File: src/rtl/ifu_fetch_queue.sv
// Fetch-side producer for the F/D register: issues word fetches against a credit
// budget, tags them with their PC, and queues returned words in order.
module ifu_fetch_queue #(
  parameter logic [31:0] PC_RESET = 32'h0000_3000,
  parameter int          DEPTH    = 4
) (
  input  logic        clk,
  input  logic        reset,
  input  logic        stall,
  input  logic        redirect,
  input  logic [31:0] redirect_pc,
  output logic        im_req,
  output logic [31:0] im_addr,
  input  logic        im_gnt,
  input  logic        im_rvalid,
  input  logic [31:0] im_rdata,
  output logic        f_valid,
  output logic [31:0] f_pc,
  output logic [31:0] f_instr,
  output logic        f_en
);

  localparam int AW = (DEPTH > 1) ? $clog2(DEPTH) : 1;
  localparam int CW = AW + 2;
  typedef logic [CW-1:0] cnt_t;
  localparam cnt_t DEPTH_C = cnt_t'(DEPTH);

  function automatic logic [31:0] word_align(input logic [31:0] a);
    return {a[31:2], 2'b00};
  endfunction

  logic [31:0]   r_fpc;
  cnt_t          r_occ;
  cnt_t          r_inflight;
  cnt_t          r_drop;
  logic [AW-1:0] r_q_wr;
  logic [AW-1:0] r_q_rd;
  logic [AW-1:0] r_t_wr;
  logic [AW-1:0] r_t_rd;
  logic [31:0]   r_q_pc    [DEPTH];
  logic [31:0]   r_q_instr [DEPTH];
  logic [31:0]   r_tag     [DEPTH];

  logic w_credit;
  logic w_grant;
  logic w_rsp;
  logic w_keep;
  logic w_discard;
  logic w_pop;
  logic w_unused_lsb;

  // Credits count queued words plus outstanding requests so the queue cannot overflow.
  assign w_credit  = (r_occ + r_inflight) < DEPTH_C;
  assign im_req    = ~reset & ~redirect & w_credit;
  assign im_addr   = r_fpc;
  assign w_grant   = im_req & im_gnt;
  // A response with nothing outstanding is a protocol error and is ignored.
  assign w_rsp     = im_rvalid & (r_inflight != '0);
  assign w_discard = w_rsp & (r_drop != '0);
  assign w_keep    = w_rsp & (r_drop == '0) & ~redirect;
  assign w_pop     = f_valid & ~stall & ~redirect;

  assign f_valid   = (r_occ != '0);
  assign f_pc      = f_valid ? r_q_pc[r_q_rd] : PC_RESET;
  assign f_instr   = f_valid ? r_q_instr[r_q_rd] : 32'h0;
  assign f_en      = ~stall;
  assign w_unused_lsb = ^redirect_pc[1:0];

  always_ff @(posedge clk or posedge reset) begin
    if (reset) begin
      r_fpc      <= PC_RESET;
      r_occ      <= '0;
      r_inflight <= '0;
      r_drop     <= '0;
      r_q_wr     <= '0;
      r_q_rd     <= '0;
      r_t_wr     <= '0;
      r_t_rd     <= '0;
    end else if (redirect) begin
      // Everything still outstanding belongs to the old path and must be discarded.
      r_fpc      <= word_align(redirect_pc);
      r_occ      <= '0;
      r_q_wr     <= '0;
      r_q_rd     <= '0;
      r_t_wr     <= '0;
      r_t_rd     <= '0;
      r_inflight <= r_inflight - cnt_t'(w_rsp);
      r_drop     <= r_inflight - cnt_t'(w_rsp);
    end else begin
      if (w_grant) begin
        r_fpc  <= r_fpc + 32'd4;
        r_t_wr <= r_t_wr + 1'b1;
      end
      if (w_keep) begin
        r_q_wr <= r_q_wr + 1'b1;
        r_t_rd <= r_t_rd + 1'b1;
      end
      if (w_pop) begin
        r_q_rd <= r_q_rd + 1'b1;
      end
      r_inflight <= r_inflight + cnt_t'(w_grant) - cnt_t'(w_rsp);
      r_drop     <= r_drop - cnt_t'(w_discard);
      r_occ      <= r_occ + cnt_t'(w_keep) - cnt_t'(w_pop);
    end
  end

  // Payload storage carries no reset; validity is tracked by the pointers above.
  always_ff @(posedge clk) begin
    if (w_grant) begin
      r_tag[r_t_wr] <= r_fpc;
    end
    if (w_keep) begin
      r_q_pc[r_q_wr]    <= r_tag[r_t_rd];
      r_q_instr[r_q_wr] <= im_rdata;
    end
  end

endmodule

File: config.mk
export PLATFORM = sky130hd
export DESIGN_NAME = ifu_fetch_queue
export DESIGN_NICKNAME = d
export VERILOG_FILES = /design/src/rtl/ifu_fetch_queue.sv
export SDC_FILE = /design/constraint.sdc
export NUM_CORES = 1
export LEC_CHECK = 0
export BUFFER_PORTS_ARGS = -buffer_cell sky130_fd_sc_hd__buf_2
export CORE_ASPECT_RATIO = 0.5
export CORE_MARGIN = 2
export CORE_UTILIZATION = 50
export CTS_CLUSTER_DIAMETER = 150
export DETAILED_ROUTE_END_ITERATION = 16
export GPL_TIMING_DRIVEN = 1
export HOLD_SLACK_MARGIN = 0.1
export PLACE_DENSITY = 0.69
export SLEW_MARGIN = 10
export SYNTH_ARGS = -nofsm -noshare
export SYNTH_HDL_FRONTEND = slang
export SYNTH_SLANG_ARGS = --single-unit
File: constraint.sdc
create_clock -name clk -period 3.6 [get_ports clk]
set_input_delay 0.18 -clock clk [delete_from_list [all_inputs] [get_ports clk]]
set_output_delay 0.18 -clock clk [all_outputs]
set_load 0.005 [all_outputs]
==> results of run 1 <==
registers in the layout, indices dropped and copies added (netlist names), 4 cells and up:
| signal | flops |
|---|---|
| r_q_pc | 120 |
| r_drop | 4 |
| r_q_instr | 128 |
| r_inflight | 4 |
| r_tag | 120 |
| im_addr | 30 |
| r_occ | 4 |
placed cells by master (no fill, tap or decap), drive strengths merged, types with 7 or more instances in the layout:
cell type | Yosys | routed
a2111oi | 10 | 10
a211oi | 11 | 11
a21oi | 8 | 8
and2 | 11 | 11
and3 | 7 | 7
buf | 22 | 181
clkbuf | 26 | 59
clkinv | 1 | 8
dfrtp | 48 | 48
dlygate4sd3 | 0 | 80
edfxtp | 368 | 368
ha | 26 | 26
inv | 35 | 36
mux4 | 92 | 92
nand2 | 36 | 36
nand3 | 14 | 14
nand4 | 10 | 10
nor2 | 26 | 26
nor2b | 63 | 63
nor3b | 7 | 7
o21ai | 20 | 20
xnor2 | 29 | 29
cells by family after synthesis:
family | after synthesis | synth area share [%]
other | 1 | 0.0219
flip-flops | 418 | 71.9
multiplexers | 97 | 12.4
buffers and inverters | 84 | 2.13
XOR/XNOR | 35 | 1.88
AO/OA/AOI/OAI | 73 | 3.60
adder cells (fa/ha/maj) | 28 | 2.13
AND/OR/NAND/NOR | 186 | 5.97
per-stage QoR:
step | power, W | worst slack, ps
after global routing | 0.0129 | 439
after CTS | 0.0125 | 578
after global placement | 0.00841 | 772
after floorplan | 0.00754 | 351
after detailed placement | 0.00847 | 672
final | 0.0123 | 594
final timing paths:
| kind | slack [ps] | endpoint | start |
|---|---|---|---|
| worst min register to register | 570 | r_t_rd[1] | r_t_rd[1] |
| max in group asynchronous | 2280 | r_q_rd[0] | reset |
| worst max-delay path | 590 | im_addr[14] | r_occ[1] |
| min in group asynchronous | 500 | im_addr[19] | reset |
| worst min-delay path | 170 | r_q_rd[0] | stall |
| worst max register to register | 590 | im_addr[14] | r_occ[1] |
critical path: cells and delay by family (launching register included):
kind	cells	cell delay, ps
AOI/OAI and AO/OA	3	720
xor gates and xnor gates	1	170
adders and majority gates	1	310
buffers and inverters	2	830
DFF	1	440
and+or+nand+nor	1	400
report_power, final:
part,internal (W),leakage (nW),switching [W]
combinational,0.00131,2.57,0.00131
clock,0.00227,0.590,0.00168
sequential,0.00549,3.92,0.000272
total,0.00906,7.08,0.00327
per-layer routing:
layer,GRT usage (%),wire length (um),vias up
li1,-,-,4119
met1,27.0,15200,4712
met2,33.2,17300,218
met3,3.25,1470,47
met4,5.06,583,0
met5,0,0,-
area by class of cell:
type                    count  area, um^2
multi-input cells         423        4470
clock inverters            11        83.8
flip-flops and latches    418       12300
repair buffers            261        1830
inverters                  36         135
well taps                 441         552
clock buffers              59        1140
fillers                  2413       12900
==> reports/metrics.yaml, run 1 <==
die-area_um2: 35800
cp-end-kind: "flop"
synth_top_area_share_pct: 64.5
ys.flop_type: "edfxtp_1"
drv_slew: 0
synth_commonest_cells: "edfxtp_1 (368), mux4_2 (92), nor2b_1 (63)"
tightestPinTransition_ps: 1110
die_x_um: 266
final.min_clock_period_ps: 3010
wirelength_um: 34600
cp.required_ps: 4020
max-vdd-ir-drop_mv: 0.283
synth_area_um2: 17100
clkTransAtPathRegs_ps: 70
wl_per_cell_um: 21.0
clk-insertion-delay-late_ps: 540
yosysMostFrequentCell: "edfxtp_1"
cp-start-kind: "flop"
cts_tree: "done"
drive_gt1_share_pct: 29.5
fin_hold_ws_ps: 167
postRouteAntennaNets: 0
overflow: 0
hold_class: "in -> reg"
grt_max_degree: 65
leakagePower_nw: 7.08
rsz0062_at_grt: "false"
grt.total_usage_pct: 19.6
fin_cells: 1649
finalSetupViolations: 0
htreeDepth: 2
cts_buffers: 38
via_per_inst: 5.52
clock-sinks: 418
vias: 9096
final_core_util_pct: 61.5
pin_count: 169
drt_first_pass_iters: 5
grt_pass1_wl_um: 53300
initial_core_util_pct: 51.3
path_max_fanout: 24
area_delta_synth_final_pct: 19.9
dpl.hpwl_um: 20800
place.gp.congestion: 0.815
io_buffers: 162
slowest_delay_ps: 560
hold_depth: 4
dpl-instance-area_um2: 18500
postCtsResizedCells: 0
die_h_um: 135
core_area_um2: 33400
async_flop_share_pct: 12.0
final_nets: 1276
max_clock_freq_mhz: 333
arrival_ps: 3420
cap_violations: 0
dp.cells: 1499
yosysSeqAreaShare_pct: 71.9
p_per_area_nw_per_um2: 601
post_cts_buffers: 0
diodes: 0
design_area_um2: 20500
cts_root_buf: "clkbuf_16"
cpMaxStageDelayCell: "dlygate4sd3_1"
antenna_found_initial: 0
outcome: "complete, no violations"
synth_edf_count: 368
row_count: 47
max_slew_margin_pct: 25.8
drtIter0Drc: 667
fin_crit_sh_pct: 83.5
drc: 0
synth-seq-cells: 418
yosys_warnings: 0
clk_path_buf_depth: 3
crit_chain: "ha_1 -> a31o_2 -> or3_1 -> buf_4 -> a2111oi_2 -> xnor2_1 -> o21ai_1 -> dlygate4sd3_1"
fin_skew_ps: 28.0
synth_area_leaders: "edfxtp_1 (65%), mux4_2 (12%), dfrtp_1 (7.0%)"
cts.hold.buffers_added: 80
grt_pass1_vias: 9439
synth_cell_types: 50
tns_ps: 0
crit_type: "reg -> reg"
rr_worst_depth: 8
netlist_instances: 922
synth_area_leader_cell: "edfxtp_1"
postSynthAreaPerCell_um2: 18.6
hold_violations: 0
No activity file was read; power rests on OpenSTA's default activity.
==> run 2: changes to the inputs <==
clock period = 2.9 ns   (was 3.6 ns; I/O delays follow)
==> run 2 against run 1 <==
Against the previous run: clock power up 27%; critical path depth up 3; combinational power up 30%; clock skew is 9.6 ps lower; sequential power up 23%; highest routed layer unchanged; final area is 0.63% higher; total power is 26% higher.
==> reports/metrics.yaml, run 2 (synthesized netlist as in run 1, its figures left out) <==
wirelength_um: 34500  # -0.33%
cts_tree: "done"
dp_slack_ps: 94.2  # -577 ps
crit_start: "r_occ[2]"
endpoint: "r_inflight[1]"
dp.cells: 1515  # +1.1%
tightestPinTransition_ps: 841  # -270 ps
rsz0062_at_grt: "false"
via_per_inst: 5.49  # -0.39%
final_cell_mix: "edfxtp_1 (368), buf_2 (162), mux4_2 (92)"
final_nets: 1276  # unchanged
max_slew_margin_pct: 44.0  # +18 points
fin_ws_ps: 159  # -435 ps
grt_pass1_wl_um: 53600  # +0.65%
tns_ps: 0  # unchanged
cp.required_ps: 3360  # -660 ps
cp.depth: 11  # +3
p_per_area_nw_per_um2: 752  # +25%
max_clock_freq_mhz: 365  # +9.7%
clkTransAtPathRegs_ps: 70  # about the same
hold_violations: 0  # unchanged
final.min_clock_period_ps: 2740  # -265 ps
fillCellCount: 2415  # +0.083%
cp-end-kind: "flop"
path_max_fanout: 2  # -92%
fin_cells: 1650  # +0.061%
initial_core_util_pct: 51.3  # unchanged
fin_skew_ps: 18.4  # -9.61 ps
grt_pass1_vias: 9528  # +0.94%
crit_type: "reg -> reg"
power_w: 0.0155  # +26%
outcome: "complete, no violations"
die_h_um: 135  # unchanged
cp-start-kind: "flop"
r2r-start: "r_occ[2]"
pin_count: 169  # unchanged
regMostFlops: "r_q_instr"
drt_first_pass_iters: 5  # unchanged
fin_crit_sh_pct: 94.5  # +11 points
max-vdd-ir-drop_mv: 0.408  # +44%
clk-insertion-delay-late_ps: 530  # about the same
row_count: 47  # unchanged
dpl.hpwl_um: 21600  # +4.1%
clock-sinks: 418  # unchanged
finalSetupViolations: 0  # unchanged
hold_class: "in -> reg"
cts_buffers: 37  # -2.6%
place.gp.congestion: 0.804  # -1.4%
grt.total_usage_pct: 19.7  # +0.035 points
clk_path_buf_depth: 3  # unchanged
core_area_um2: 33400  # unchanged
cap_violations: 0  # unchanged
largest_reg_flops: 128  # unchanged
overflow: 0  # unchanged
r2r_end: "r_inflight[1]"
drive_gt1_share_pct: 32.1  # +2.6 points
die-area_um2: 35800  # unchanged
final_common_cell: "edfxtp_1"
cpMaxStageDelayCell: "fa_2"
area_delta_synth_final_pct: 20.7
cts_root_buf: "clkbuf_16"
vias: 9066  # -0.33%
crit_buf_inv: 3  # +1
r2r_slack_ps: 160  # -440 ps
wl_per_cell_um: 20.9  # -0.39%
leakagePower_nw: 7.15  # +1.0%
drtIter0Drc: 613  # -8.1%
htreeDepth: 2  # unchanged
path_delay_family: "adder cells"
arrival_ps: 3200  # -220 ps
antenna_found_initial: 1  # +1
die_x_um: 266  # unchanged
final_core_util_pct: 61.8  # +0.39 points
crit_chain: "ha_2 -> xor3_1 -> or3_4 -> a21oi_4 -> inv_2 -> ha_4 -> inv_1 -> ha_1 -> inv_1 -> fa_2 -> mux2i_1"
cp_common_cell: "inv_1"
slowest_delay_ps: 430  # -130 ps
rr_worst_depth: 11  # +3
drc: 0  # unchanged
reg_top3: "r_q_instr x128, r_q_pc x120, r_tag x120"
io_buffers: 162  # unchanged
postRouteAntennaNets: 0  # unchanged
grt_max_degree: 65  # unchanged
drv_slew: 0  # unchanged
## run 2: cell types whose count changed in the layout (fill, tap and decap cells not counted), moves of 4 or more
cell and delta:
and2_2 +4, clkbuf_1 -5, clkinv_2 +4, and2_1 -4, dlygate4sd3_1 -16, buf_4 +8, buf_12 +9
## run 2: how the worst min path moves through the flow
| stage | startpoint | to | cells past startpoint |
|---|---|---|---|
| floorplan | im_rdata[0] | r_q_instr[0][0] | 0 |
| global placement | im_rdata[10] | r_q_instr[1][10] | 1 |
| detailed placement | im_rdata[31] | r_q_instr[3][31] | 1 |
| CTS | redirect | im_addr[13] | 4 |
| global route | redirect | im_addr[13] | 4 |
| finish | redirect | im_addr[13] | 4 |
## run 2: area by class of cell
type | count | area, um^2 | share of cell area (%)
Timing Repair Buffer | 262 | 1910 | 9.24
Multi-Input combinational cell | 423 | 4500 | 21.8
Sequential cell | 418 | 12300 | 59.6
Clock inverter | 19 | 210 | 1.02
Antenna cell | 2 | 5.00 | 0.0242
Tap cell | 441 | 552 | 2.67
Inverter | 36 | 135 | 0.654
Clock buffer | 49 | 1030 | 5.00
## run 2: layer usage
layer	part of all wire [%]	GRT usage [%]	vias up	routed length [um]
met4	1.5	5.02	0	524
met2	50	32.8	232	17200
met5	0	0	-	0
met1	44	27.4	4664	15100
li1	-	-	4119	-
met3	4.8	3.43	51	1640
## run 2: per-stage QoR
step	cell area [um^2]	hold WS [ps]
after global routing	20700	157
after global placement	18800	354
after floorplan	17200	244
after CTS	20600	114
after detailed placement	18800	360
final	20700	125
## run 2: tightest hold or removal path, stage by stage
cell and delay [ps]:
buf_2 120, buf_4 230, nand2_1 100, o21ai_1 60
## run 2: repair_timing
item / 4_1_cts / 5_1_grt
hold buffers: 64 / 0
buffers inserted: 0 / 1
resized for setup: 0 / 2
endpoints found under the setup margin: 0 / 2
endpoints found under the hold margin: 193 / 0
## run 2: power breakdown
group / leakage [nW] / internal, W / switching (W)
Clock: 0.604 / 0.00289 / 0.00213
Sequential: 3.92 / 0.00681 / 0.000278
Combinational: 2.63 / 0.00169 / 0.00172
Total: 7.15 / 0.0114 / 0.00413
==> run 3: changes to the inputs <==
CTS_BUF_LIST = sky130_fd_sc_hd__clkbuf_8   (was unset)
==> run 3 against run 2 <==
Against the previous run: wire length rose by 0.66%; count of clock-buffer cells in the layout increased by 12; sequential power about the same; largest cell class unchanged; register-to-register slack is essentially flat; final cell count increased by 2.8%.
==> reports/metrics.yaml, run 3 (synthesized netlist as in run 1, its figures left out) <==
drc: 0  # unchanged
pin_count: 169  # unchanged
dpl.hpwl_um: 21600  # unchanged
regMostFlops: "r_q_instr"
r2r-start: "r_occ[1]"
final_cell_mix: "edfxtp_1 (368), buf_2 (162), mux4_2 (92)"
max_slew_margin_pct: 44.2  # +0.20 points
place.gp.congestion: 0.804  # unchanged
cts_tree: "done"
row_count: 47  # unchanged
via_per_inst: 5.46  # -0.54%
clk-insertion-delay-late_ps: 600  # +70 ps
htreeDepth: 2  # unchanged
cp-start-kind: "flop"
cpMaxStageDelayCell: "fa_2"
area_delta_synth_final_pct: 20.7  # about the same
rr_worst_depth: 11  # unchanged
final_common_cell: "edfxtp_1"
drive_gt1_share_pct: 32.2  # +0.13 points
grt.total_usage_pct: 19.8  # +0.085 points
hold_class: "in -> reg"
die-area_um2: 35800  # unchanged
vias: 9274  # +2.3%
clock-sinks: 418  # unchanged
fin_skew_ps: 18.9  # +0.490 ps
cp-end-kind: "flop"
final_nets: 1317  # +3.2%
largest_reg_flops: 128  # unchanged
r2r_slack_ps: 170  # about the same
tightestPinTransition_ps: 838  # -3.05 ps
drv_slew: 0  # unchanged
crit_chain: "ha_1 -> a31o_2 -> or3_4 -> a21oi_4 -> inv_2 -> ha_4 -> inv_1 -> ha_1 -> inv_1 -> fa_2 -> mux2i_1"
grt_max_degree: 65  # unchanged
outcome: "complete, no violations"
fin_ws_ps: 171  # +12.6 ps
hold_violations: 0  # unchanged
fillCellCount: 2443  # +1.2%
drt_first_pass_iters: 5  # unchanged
crit_start: "r_occ[1]"
slowest_delay_ps: 430  # about the same
rsz0062_at_grt: "false"
path_max_fanout: 4  # +2
tns_ps: 0  # unchanged
core_area_um2: 33400  # unchanged
drtIter0Drc: 707  # +15%
endpoint: "r_inflight[1]"
leakagePower_nw: 7.20  # +0.72%
max-vdd-ir-drop_mv: 0.523  # +28%
antenna_found_initial: 0  # -1
cp.required_ps: 3430  # +70 ps
wirelength_um: 34700  # +0.66%
cts_root_buf: "clkbuf_8"
finalSetupViolations: 0  # unchanged
r2r_end: "r_inflight[1]"
clk_path_buf_depth: 3  # unchanged
dp_slack_ps: 94.2  # unchanged
die_h_um: 135  # unchanged
clkTransAtPathRegs_ps: 70  # about the same
max_clock_freq_mhz: 366  # +0.46%
crit_type: "reg -> reg"
arrival_ps: 3250  # +50 ps
p_per_area_nw_per_um2: 712  # -5.3%
grt_pass1_vias: 9773  # +2.6%
reg_top3: "r_q_instr x128, r_q_pc x120, r_tag x120"
grt_pass1_wl_um: 53900  # +0.50%
die_x_um: 266  # unchanged
fin_crit_sh_pct: 94.1  # -0.43 points
final.min_clock_period_ps: 2730  # -12.6 ps
cap_violations: 0  # unchanged
initial_core_util_pct: 51.3  # unchanged
overflow: 0  # unchanged
postRouteAntennaNets: 0  # unchanged
io_buffers: 162  # unchanged
wl_per_cell_um: 20.4  # -2.1%
cts_buffers: 57  # +54%
[run 3: changes by cell type in the layout (fill, tap and decap cells not counted), moves of 3 or more]
cell,before,now
inv_1,33,49
dlygate4sd3_1,64,85
clkbuf_1,8,0
clkbuf_8,2,61
clkinv_1,5,8
clkbuf_16,39,0
[run 3: through the flow]
| stage | hold slack (ps) | area, um^2 | total power [W] | instances | util (%) |
|---|---|---|---|---|---|
| 4_1_cts | 123 | 20600 | 0.0149 | 1695 | 61.8 |
| 6_report | 155 | 20700 | 0.0147 | 1697 | 61.9 |
| 3_5_place_dp | 360 | 18800 | 0.0106 | 1515 | 56.1 |
| 5_1_grt | 183 | 20700 | 0.0154 | 1696 | 61.8 |
| 2_1_floorplan | 244 | 17200 | 0.00936 | 925 | - |
| 3_3_place_gp | 354 | 18800 | 0.0105 | 1515 | 56.1 |
[run 3: area by class of cell]
type | instances | area (um^2) | area share, %
well taps | 441 | 552 | 2.67
clock buffers | 61 | 840 | 4.06
inverters | 36 | 135 | 0.654
repair buffers | 283 | 2120 | 10.3
clock inverters | 34 | 196 | 0.951
flip-flops and latches | 418 | 12300 | 59.6
diodes | 1 | 2.50 | 0.0121
multi-input cells | 423 | 4510 | 21.8
[run 3: per-layer routing]
| layer | global-route usage, % | wire [um] |
|---|---|---|
| met5 | 0 | 0 |
| met4 | 5.24 | 519 |
| met3 | 3.68 | 1590 |
| met2 | 33.0 | 17300 |
| met1 | 27.2 | 15300 |
[run 3: report_power, final]
group / switching, W / leakage, nW / internal (W)
Combinational: 0.00173 / 2.69 / 0.00171
Sequential: 0.000280 / 3.92 / 0.00682
Clock: 0.00207 / 0.591 / 0.00210
Total: 0.00408 / 7.20 / 0.0106
[run 3: worst min path at each step]
stage	from	slack [ps]	cells past startpoint	endpoint
6_report	im_rvalid	150	7	r_t_rd[1]
5_1_grt	im_rvalid	180	7	r_t_rd[0]
3_5_place_dp	im_rdata[31]	360	1	r_q_instr[3][31]
3_3_place_gp	im_rdata[10]	350	1	r_q_instr[1][10]
2_1_floorplan	im_rdata[0]	240	0	r_q_instr[0][0]
4_1_cts	im_rvalid	120	7	r_t_rd[1]
[run 3: critical path: cells and delay by family, from the launching register on]
family / cells / cell delay, ps
AOI/OAI and AO/OA: 2 / 420
and+or+nand+nor: 1 / 350
buffers and inverters: 3 / 160
adders and majority gates: 4 / 1170
DFF: 1 / 420
muxes: 1 / 130
[run 3: what timing repair did]
action | CTS | global route
hold buffers | 85 | 0
endpoints found under the hold margin | 202 | 0
endpoints found under the setup margin | 0 | 4
setup buffers | 0 | 1
resized for setup | 0 | 3
